==> config.mk <==
export PLATFORM = sky130hd
export DESIGN_NAME = cart_loader
export DESIGN_NICKNAME = d
export VERILOG_FILES = /design/src/rtl/cart_loader.sv
export SDC_FILE = /design/constraint.sdc
export NUM_CORES = 1
export LEC_CHECK = 0
export CORE_ASPECT_RATIO = 0.9
export CORE_MARGIN = 3
export CORE_UTILIZATION = 46
export CTS_BUF_LIST = sky130_fd_sc_hd__clkbuf_16
export CTS_CLUSTER_SIZE = 20
export DETAILED_ROUTE_END_ITERATION = 7
export HOLD_SLACK_MARGIN = 0.15
export PLACE_DENSITY = 0.87
export REMOVE_ABC_BUFFERS = 1
export SYNTH_ARGS = -nofsm -noshare
export SYNTH_HDL_FRONTEND = slang
export SYNTH_SLANG_ARGS = --single-unit
==> constraint.sdc <==
create_clock -name clk -period 2.09 [get_ports clk]
set_clock_uncertainty 0.15 [all_clocks]
set_input_delay 0.3135 -clock clk [delete_from_list [all_inputs] [get_ports clk]]
set_output_delay 0.3135 -clock clk [all_outputs]
set_load 0.01 [all_outputs]
==> src/rtl/cart_loader.sv <==
// ---------------------------------------------------------------------------
// cart_loader
//
// Loads a cartridge image from the HPS download channel into a 16 KiB
// cartridge RAM, holds the CPU in reset while the image is loaded and for a
// settling period afterwards, then serves CPU reads from the cartridge
// window with power-of-two mirroring.
//
// Ports
//   clk             system clock, all registers on its rising edge
//   reset           asynchronous active-low reset
//   ioctl_download  HPS download in progress
//   ioctl_index     download image selector (ROM_INDEX selects a cartridge)
//   ioctl_wr        one-cycle byte strobe
//   ioctl_addr      byte address within the image
//   ioctl_data      byte value
//   cpu_addr        CPU offset inside the cartridge window
//   cpu_rd          one-cycle CPU read request
//   cpu_dout        read data, valid while cpu_ack is high
//   cpu_ack         read-data-valid pulse, two cycles after cpu_rd
//   mem_addr        cartridge RAM address
//   mem_din         cartridge RAM write data
//   mem_we          cartridge RAM write enable
//   mem_dout        cartridge RAM read data (registered, 1-cycle latency)
//   cpu_reset_n     low holds the machine in reset
//   cart_present    a non-empty image is loaded
//   cart_irq        CART line to PIA CB1 for autostart
//   overflow        the last image was larger than 16 KiB
// ---------------------------------------------------------------------------
module cart_loader #(
  parameter int unsigned HOLD_CYCLES = 1024,
  parameter logic [7:0]  ROM_INDEX   = 8'd1
) (
  input  logic        clk,
  input  logic        reset,
  input  logic        ioctl_download,
  input  logic [7:0]  ioctl_index,
  input  logic        ioctl_wr,
  input  logic [15:0] ioctl_addr,
  input  logic [7:0]  ioctl_data,
  input  logic [13:0] cpu_addr,
  input  logic        cpu_rd,
  output logic [7:0]  cpu_dout,
  output logic        cpu_ack,
  output logic [13:0] mem_addr,
  output logic [7:0]  mem_din,
  output logic        mem_we,
  input  logic [7:0]  mem_dout,
  output logic        cpu_reset_n,
  output logic        cart_present,
  output logic        cart_irq,
  output logic        overflow
);

  localparam int unsigned     HC_W      = (HOLD_CYCLES > 1) ? $clog2(HOLD_CYCLES) : 1;
  localparam logic [HC_W-1:0] HOLD_INIT = HC_W'(HOLD_CYCLES - 1);

  typedef enum logic [1:0] {IDLE, LOAD, HOLD, RUN} state_t;

  state_t            state;
  logic [14:0]       len;
  logic [13:0]       mask;
  logic [HC_W-1:0]   hold_cnt;
  logic [13:0]       wr_addr_p0;
  logic              rd_vld_p0;
  logic              rd_hit_p0;

  // Image length after a byte at address a: a+1, saturating at 15 bits.
  function automatic logic [14:0] sat_len(input logic [15:0] a);
    logic [16:0] s;
    s = {1'b0, a} + 17'd1;
    return (s > 17'd32767) ? 15'h7FFF : s[14:0];
  endfunction

  // Smallest power of two >= l, minus one, clamped to [2047, 16383].
  function automatic logic [13:0] mirror_mask(input logic [14:0] l);
    logic [14:0] m;
    if (l <= 15'd2048) return 14'h07FF;
    if (l > 15'd16384) return 14'h3FFF;
    m = l - 15'd1;
    m = m | (m >> 1);
    m = m | (m >> 2);
    m = m | (m >> 4);
    m = m | (m >> 8);
    return m[13:0];
  endfunction

  // A qualifying download restarts the sequence from any state but LOAD;
  // the write strobe in the same cycle as the restart is still taken.
  logic        start;
  logic        dl_active;
  logic        wr_ok;
  logic        in_range;
  logic [14:0] wr_len;

  assign start     = ioctl_download && (ioctl_index == ROM_INDEX) && (state != LOAD);
  assign dl_active = start || ((state == LOAD) && ioctl_download);
  assign wr_ok     = dl_active && ioctl_wr;
  assign in_range  = (ioctl_addr[15:14] == 2'b00);
  assign wr_len    = sat_len(ioctl_addr);

  // The download path owns the RAM address whenever a write can be pending;
  // otherwise the CPU address goes straight to the RAM so the registered
  // RAM output lines up with the two-cycle acknowledge.
  assign mem_addr = (state == LOAD) ? wr_addr_p0 :
                    (cpu_rd ? (cpu_addr & mask) : 14'd0);

  // ---- stage p0: download write register and sequencing FSM ----
  always_ff @(posedge clk or negedge reset) begin
    if (!reset) begin
      state        <= IDLE;
      len          <= '0;
      mask         <= 14'h3FFF;
      hold_cnt     <= '0;
      wr_addr_p0   <= '0;
      mem_din      <= '0;
      mem_we       <= 1'b0;
      cpu_reset_n  <= 1'b1;
      cart_present <= 1'b0;
      cart_irq     <= 1'b0;
      overflow     <= 1'b0;
    end else begin
      mem_we <= 1'b0;
      if (wr_ok) begin
        wr_addr_p0 <= ioctl_addr[13:0];
        mem_din    <= ioctl_data;
        mem_we     <= in_range;
      end

      if (start) begin
        state        <= LOAD;
        cpu_reset_n  <= 1'b0;
        cart_present <= 1'b0;
        cart_irq     <= 1'b0;
        overflow     <= wr_ok && !in_range;
        len          <= wr_ok ? wr_len : 15'd0;
      end else begin
        case (state)
          LOAD: begin
            if (ioctl_download) begin
              if (wr_ok) begin
                if (!in_range) overflow <= 1'b1;
                if (wr_len > len) len <= wr_len;
              end
            end else begin
              state    <= HOLD;
              hold_cnt <= HOLD_INIT;
            end
          end
          HOLD: begin
            if (hold_cnt == '0) begin
              state        <= RUN;
              cpu_reset_n  <= 1'b1;
              cart_present <= (len != 15'd0);
              cart_irq     <= (len != 15'd0);
              mask         <= mirror_mask(len);
            end else begin
              hold_cnt <= hold_cnt - HC_W'(1);
            end
          end
          default: ;
        endcase
      end
    end
  end

  // ---- stage p0 -> p1: CPU read pipeline, RAM latency then acknowledge ----
  always_ff @(posedge clk or negedge reset) begin
    if (!reset) begin
      rd_vld_p0 <= 1'b0;
      rd_hit_p0 <= 1'b0;
      cpu_ack   <= 1'b0;
      cpu_dout  <= 8'hFF;
    end else if (start) begin
      // A new download drops every read still in flight.
      rd_vld_p0 <= 1'b0;
      rd_hit_p0 <= 1'b0;
      cpu_ack   <= 1'b0;
    end else begin
      rd_vld_p0 <= cpu_rd;
      rd_hit_p0 <= cpu_rd && (state == RUN) && cart_present;
      cpu_ack   <= rd_vld_p0;
      if (rd_vld_p0) cpu_dout <= rd_hit_p0 ? mem_dout : 8'hFF;
    end
  end

endmodule

* Yosys cells after proc, flatten, opt, wreduce, memory -nomap -nowiden
Cells that the tools add are included.
** Cells by class
- Reductions and logical operators :: 27
- Equality and inequality tests :: 10
- Mux-type cells :: 45
- $add $sub $neg :: 3
- Bitwise operators :: 6
- Magnitude comparators :: 4
** Operators by type and width (number)
- $mux 15 :: 7
- $mux 14 :: 6
- $mux 1 :: 24
- $mux 10 :: 2
- $pmux 10 s2 :: 1
- $add 16x1->17 const B :: 1
- $gt 17x15->1 const B :: 1
- $gt 15x15->1 :: 1
- $gt 15x15->1 const B :: 1
- $le 15x12->1 const B :: 1
- $or 15x11->15 :: 1
- $or 15x13->15 :: 1
- $or 15x14->15 :: 1
- $reduce_bool 15->1 :: 1
- $sub 15x1->15 const B :: 1
- $and 14x14->14 :: 1
- $or 14x7->14 :: 1
- $reduce_bool 2->1 :: 7
- $reduce_and 4->1 :: 3
- $logic_not 10->1 :: 1
- $sub 10x1->10 const B :: 1
- $eq 8x1->1 const B :: 1
- $mux 8 :: 1
- $logic_and 1x1->1 :: 7
- other kinds (14) :: 22
** Word-level totals
- Output and inout bits :: 36
- Input bits :: 59
- Flip-flop bits (word level) :: 78
- Word-level logic and storage cells :: 109

* Logic depth before layout (Yosys ltp)
Gate-level depths: netlist of run 1.
- Word-level depth :: 11
- Gate-level depth with buffers :: 16

* Worst setup path after synthesis of run 1
OpenSTA, ideal clock, no wires.
- Path kind :: in2reg
- From :: input port ioctl_addr[0]
- To :: register len[7]
- Stages on the path :: 14
- Setup time :: 0.121 ns
- Slack :: -1.131 ns
- Path buffers :: 2
- Arrival time :: 2.950 ns
- Cells stage by stage :: ha_1 and2_1 and4_1 nor2_1 mux2_2 buf_2 nand2_1 ha_1 nand4_1 nor4_1 a311oi_1 a31o_2 clkbuf_1 a22o_2
** Between the ends
- Word-level cells in the longest chain between the ends :: 8
- Elaborated cells between the ends (all ways) :: 12
** RTL lines
- start, declared :: RTL line 39 : input logic [15:0] ioctl_addr,
- $add 16x1->17 * :: RTL line 71 : s = {1'b0, a} + 17'd1;
- $gt 17x15->1 :: RTL line 72 : return (s > 17'd32767) ? 15'h7FFF : s[14:0];
- $mux 15 * :: RTL line 72
- branches (longest 5 deep; another with $gt 15x15->1)
- end signal, assigned :: RTL line 136 : len <= wr_ok ? wr_len : 15'd0;
- end signal, assigned :: RTL line 143 : if (wr_len > len) len <= wr_len;
- end, declared :: RTL line 61 : logic [14:0] len;
Mark *: on every way between the ends. The select of a mux whose other input is x is not followed.
A chain may end at the register's enable or synchronous reset.

* Worst setup path after layout of run 1
- From :: input port ioctl_addr[3]
- To :: register len[7]
The elaborated chain is that of the path after synthesis.

==> qor.txt, run 1 <==
Residual DRC: 0
synth top area cells: dfrtp_1, dfstp_2, mux2_2
slowest stage cell, crit path: a311oi_2
via count of the first global-routing pass: 4,948
Final Critical Period: 3070 ps
largest net degree at the start of global routing: 72
Die ar.: 0.0106 mm2
Leakage: 3.17 nW
PnR worst setup slack: -978 ps
maximum vdd drop: 0.000492 V
Iter 0 DRT Violations: 457
CP max FO: 9
Initial Util: 48.6%
Fmax achieved: 326 MHz
Overall Power: 7.62 mW
TritonCTS clock tree: done
FP Rows: 32
# nets final: 726
Antenna diodes: 0
initial antenna violation count: 0
share of layout cells above drive strength 1: 44.9%
Synth warnings: 0
outcome: finished with violations
Detail Route Antenna Nets: 0
RSZ-0062 raised after global routing: true
CTS Buffer Depth: 2
total wire length: 17.5 mm
dpl cell area: 0.00598 mm2
total CTS buffers: 9
Worst-path clk slew: 70 ps
max_cap viols: 0
gr usage total: 29.8%
Die Span X: 108 um
CP Capture Type: flip-flop
# IOs: 95
DRT Pass-1 Iters: 5
post-route cell area: 0.00723 mm2
area leader, netlist: dfrtp_1
WP data arrival: 3150 ps
Overflow after GRT: 0
Slew Viols, Final: 0
Worst-Skew Late Latency: 350 ps
mean number of vias per cell: 6.14
startpoint type of the worst setup path: primary input
Yosys top cell area share: 32.0%
H-Tree Depth: 3
final hold viol count: 0
#FFs+latches synth: 78
Port Buf Inserts: 94
worst rel slew slack: 60.7%
CP max stage delay: 370 ps
Area Growth Syn to Fin: 68.0%
CTS sink count: 78
Post-Syn Area: 0.00430 mm2
post-route core utilization: 81.7%
failing checks: setup timing
Synth Instances: 438
Post-DP HPWL: 9.09 mm
PwrDens: 1050 mW/mm2
Die Height: 97.8 um
Avg Inst Size Synth: 9.82 um2
GPL Wtd Cong: 0.875
WL/cell: 22.7 um
CP Class: primary input to flip-flop
count of cell types in the netlist: 53
Seq/Total Area, Yosys: 46.0%
Hold WC Path Type: primary input to async pin
via count: 4,732
Core Area: 0.00885 mm2
global-route wire length before repair: 24.8 mm
Worst EP required: 2170 ps
final setup fails: 29
CP cell instances: buf_6 -> nand4_1 -> nor3_4 -> buf_4 -> buf_6 -> and3_4 -> nor3_1 -> a31oi_2 -> ha_4 -> nand4_1 -> nand2b_1 -> a311oi_2 -> nor2_1 -> buf_4 -> a22o_4
final period utilization: 147%
clk root buf: clkbuf_16
Least-Margin Pin Slew: 586 ps
-- cells in the final DEF (no fill, tap or decap), types with 8 or more instances in the layout --
| cell type | instances |
|---|---|
| a21oi_1 | 8 |
| buf_2 | 8 |
| ha_4 | 9 |
| a22o_1 | 17 |
| mux2_2 | 21 |
| nor2b_1 | 9 |
| or2_2 | 11 |
| nor2_1 | 18 |
| clkdlybuf4s50_1 | 61 |
| buf_6 | 21 |
| nand2_4 | 8 |
| clkbuf_16 | 12 |
| dfrtp_1 | 53 |
| nand3_1 | 19 |
| xnor2_1 | 10 |
| buf_4 | 94 |
| ha_1 | 11 |
| o21ai_0 | 24 |
| nand2_1 | 48 |
| dfstp_2 | 23 |
| inv_1 | 18 |
-- what timing repair did --
action,CTS,global route
cloned,1,3
setup buffers,28,8
endpoints found under the setup margin,64,68
hold buffers,1,0
pin swaps,52,35
resized for setup,162,55
endpoints found under the hold margin,55,0
-- cell usage after synthesis, drive strengths merged --
library cell and instances:
a21o 1, a21oi 15, a221oi 1, a22o 18, a22oi 1, a311oi 1, a31o 1, a31oi 2
and2 3, and3 9, and4 3, and4b 2, buf 6, clkbuf 10, dfrtp 55, dfstp 23
ha 20, inv 21, mux2 23, mux2i 1, nand2 62, nand2b 4, nand3 22, nand3b 1
nand4 7, nand4b 1, nor2 21, nor2b 10, nor3 8, nor3b 3, nor4 8, nor4bb 1
o211a 1, o211ai 2, o21ai 30, o311a 1, o31a 2, o32ai 1, or2 12, or3 4
or4 2, or4b 1, xnor2 12, xor2 6
-- critical path, delay by kind of cell --
family | cells | cell delay [ps]
AO/OA/AOI/OAI | 3 | 850
adder cells (fa/ha/maj) | 1 | 190
buffers and inverters | 4 | 530
AND/OR/NAND/NOR | 7 | 1280
-- area by class of cell --
type | instances | area (um2)
multi-input combinational | 324 | 2700
sequential | 78 | 1980
timing repair buffer | 213 | 1970
fill | 419 | 1620
clock buffer | 10 | 250
tap | 119 | 149
clock inverter | 6 | 97.6
inverter | 21 | 78.8
-- where the power goes --
part / internal, mW / switching (mW)
clock network: 1.14 / 0.702
logic: 1.84 / 1.69
registers: 1.93 / 0.317
total: 4.90 / 2.71
-- sequential cells by signal, summed over array words and instances (netlist names) --
name and flops:
cart_irq 1, cpu_ack 1, cpu_dout 8, cpu_reset_n 1, hold_cnt 10, len 15
mask 14, mem_din 8, mem_we 1, overflow 1, rd_hit_p0 1, rd_vld_p0 1
state 2, wr_addr_p0 14
-- path summary, 6_finish.rpt --
kind                       slack [ps]           from             to  depth (start not counted)
setup / recovery                 -980  ioctl_addr[3]         len[7]                         15
hold / removal                    170          reset    hold_cnt[0]                          2
setup reg to reg                 -330    hold_cnt[0]    hold_cnt[7]                         10
hold reg to reg                   340    cpu_dout[1]    cpu_dout[1]                          2
max in group asynchronous         980          reset        mask[6]                          3
min in group clk                  210  ioctl_addr[1]  wr_addr_p0[1]                          3
-- per-stage QoR --
| stage | instances | setup TNS (ps) | setup WS [ps] | hold WS [ps] |
|---|---|---|---|---|
| 2_1_floorplan | 422 | -41300 | -1060 | -132 |
| 3_3_place_gp | 715 | -35410 | -1530 | -9.29 |
| 3_5_place_dp | 715 | -44830 | -1730 | -7.30 |
| 4_1_cts | 761 | -10650 | -693 | 170 |
| 5_1_grt | 771 | -18340 | -1010 | 200 |
| 6_report | 771 | -16620 | -978 | 168 |
-- layer usage --
| metal | global-route usage, % | share of wire (%) |
|---|---|---|
| met4 | 16.6 | 7.0 |
| met5 | 0 | 0 |
| met2 | 51.1 | 48 |
| met3 | 8.06 | 10 |
| met1 | 33.4 | 35 |
-- logic make-up (layout without fill, tap and decap cells) --
| logic type | after synthesis | after routing | synth area share, % |
|---|---|---|---|
| muxes | 24 | 25 | 6.25 |
| AOI/OAI and AO/OA | 77 | 77 | 11.6 |
| adders and majority gates | 20 | 20 | 5.82 |
| DFF | 78 | 78 | 46.0 |
| and+or+nand+nor | 184 | 184 | 23.0 |
| buffers and inverters | 37 | 250 | 3.66 |
| xor gates and xnor gates | 18 | 18 | 3.66 |
(Power assumes the default switching activity.)
==> run 2, diff against run 1 <==
Settings changed: CORE_ASPECT_RATIO 0.9 to unset.
==> run 2 against run 1 <==
The flow still finishes with violations (setup timing). Fmax decreased by 3.5%. Worst hold slack improved by 3.8 ps. Critical path depth decreased by 2. Routed wire length decreased by 1.9%. Largest power group unchanged. Critical endpoint is now len[1]. Via count decreased by 1.8%. Setup slack got worse by 110 ps. Highest routed layer unchanged. Non-clock buffer count increased by 1. Clock power decreased by 16%. Global-route usage decreased by 1.2 points. Die area about the same.
==> qor.txt, run 2 (same netlist as run 1, synthesis figures left out) <==
Post-DP HPWL: 8.87 mm (-2.4%)
dpl cell area: 0.00596 mm2 (-0.36%)
Overall Power: 7.08 mW (-7.0%)
CP max FO: 7 (-2)
Area Growth Syn to Fin: 65.3%
CTS Buffer Depth: 2 (unchanged)
failing checks: setup timing
Worst-Skew Late Latency: 340 ps (about the same)
RSZ-0062 raised after global routing: true
Worst EP required: 2210 ps (+40 ps)
Initial Util: 48.4% (-0.23 points)
Leakage: 3.12 nW (-1.7%)
Residual DRC: 0 (unchanged)
via count: 4,647 (-1.8%)
R2R depth: 8 (-2)
beginning of the critical path: ioctl_addr[13]
Overflow after GRT: 0 (unchanged)
Worst-path clk slew: 70 ps (about the same)
startpoint type of the worst setup path: primary input
Final Critical Period: 3180 ps (+111 ps)
Fmax achieved: 315 MHz (-3.5%)
WL/cell: 22.6 um (-0.58%)
post-route cell area: 0.00711 mm2 (-1.6%)
Hold WC Path Type: primary input to flip-flop
Critical R2R Launch: len[13]
Critical Path Sink: len[1]
max_cap viols: 0 (unchanged)
post-route core utilization: 80.0% (-1.7 points)
Antenna diodes: 0 (unchanged)
WP data arrival: 3300 ps (+150 ps)
Least-Margin Pin Slew: 550 ps (-35.8 ps)
worst rel slew slack: 63.3% (+2.7 points)
# IOs: 95 (unchanged)
CP Capture Type: flip-flop
R2R Path End: len[1]
PwrDens: 996 mW/mm2 (-5.5%)
final period utilization: 152% (+5.3 points)
H-Tree Depth: 3 (unchanged)
largest net degree at the start of global routing: 41 (-43%)
Port Buf Inserts: 94 (unchanged)
FF-to-FF setup slack: -480 ps (-150 ps)
fin cells: 761 (-1.3%)
# nets final: 727 (+0.14%)
final hold viol count: 0 (unchanged)
total wire length: 17.2 mm (-1.9%)
fillers: 460 (+9.8%)
top flop regs: len: 15 flops, mask: 14 flops, wr_addr_p0: 14 flops
share of layout cells above drive strength 1: 45.6% (+0.70 points)
most frequent cells in the layout: buf_4, clkdlybuf4s50_1, dfrtp_1, nand2_1, dfstp_2
dpl cells: 703 (-1.7%)
global-route wire length before repair: 23.1 mm (-6.9%)
FP Rows: 34 (+6.3%)
mean number of vias per cell: 6.11 (-0.51%)
most common cell after layout, fill and taps aside: buf_4
Core Area: 0.00889 mm2 (+0.48%)
Slew Viols, Final: 0 (unchanged)
Top reg by flops: len
DRT Pass-1 Iters: 7 (+2)
PnR worst setup slack: -1090 ps (-111 ps)
maximum vdd drop: 0.000560 V (+14%)
clk root buf: clkbuf_16
total CTS buffers: 9 (unchanged)
outcome: finished with violations
Hold WS: 172 ps (+3.77 ps)
post-place setup slack: -1730 ps (+0.320 ps)
Detail Route Antenna Nets: 0 (unchanged)
Die Span X: 103 um (-4.8%)
Die ar.: 0.0106 mm2 (about the same)
via count of the first global-routing pass: 4,748 (-4.0%)
gr usage total: 28.6% (-1.2 points)
initial antenna violation count: 0 (unchanged)
post-route setup TNS: -18,100 ps (-1480 ps)
CP Class: primary input to flip-flop
GPL Wtd Cong: 0.912 (+4.3%)
Die Height: 103 um (+5.1%)
Iter 0 DRT Violations: 460 (+0.66%)
TritonCTS clock tree: done
final setup fails: 33 (+14%)
Largest register FFs: 15 (unchanged)
CTS sink count: 78 (unchanged)
run 2: cell count changes in the layout (fill, tap and decap cells not counted), sizes merged, moves of 2 or more:
cell           delta
bufinv            -2
clkdlybuf4s50     +2
dlygate4sd3       +2
dlygate4sd2       -5
clkbuf            +5
run 2: how the worst min path moves through the flow:
stage | from | cells after the start | end | slack (ps)
2_1_floorplan | reset | 0 | cart_irq | -130
3_3_place_gp | reset | 1 | hold_cnt[1] | 170
3_5_place_dp | reset | 1 | hold_cnt[0] | 180
4_1_cts | ioctl_addr[4] | 2 | wr_addr_p0[4] | 60
5_1_grt | ioctl_addr[6] | 3 | wr_addr_p0[6] | 170
6_report | ioctl_addr[6] | 3 | wr_addr_p0[6] | 170
run 2: final cells by class:
cell class / count / area, um2 / area share [%]
inverters: 21 / 78.8 / 1.11
well taps: 108 / 135 / 1.90
multi-input cells: 324 / 2660 / 37.4
flip-flops and latches: 78 / 1980 / 27.9
clock inverters: 7 / 55.1 / 0.774
clock buffers: 9 / 225 / 3.17
repair buffers: 214 / 1970 / 27.7
run 2: where the power goes:
part | internal [mW] | switching (mW)
Combinational | 1.71 | 1.60
Sequential | 1.92 | 0.312
Clock | 0.823 | 0.719
run 2: routing by layer:
| layer | up-vias | GRT usage [%] | part of all wire (%) | wire length [um] |
|---|---|---|---|---|
| li1 | 1978 | - | - | - |
| met1 | 2263 | 31.7 | 36 | 6100 |
| met3 | 101 | 6.56 | 7.6 | 1300 |
| met5 | - | 0 | 0 | 0 |
| met4 | 0 | 12.8 | 5.5 | 945 |
| met2 | 305 | 51.9 | 51 | 8820 |
run 2: worst max-delay path, stage by stage:
cell	delay (ps)
dlygate4sd2_1	340
and3_4	280
nand3_4	110
mux2_4	350
o21ai_2	110
ha_1	330
a21oi_1	90
o21ai_0	230
nand2b_1	140
a311oi_2	430
a31o_2	260
buf_6	160
a22o_1	160
run 2: timing repair:
action | in CTS | in global routing
setup endpoints to repair | 64 | 78
endpoints found under the hold margin | 35 | 1
hold buffers | 2 | 1
pin swaps | 45 | 50
cloned | 2 | 2
gates resized for setup | 149 | 84
buffers inserted | 22 | 13
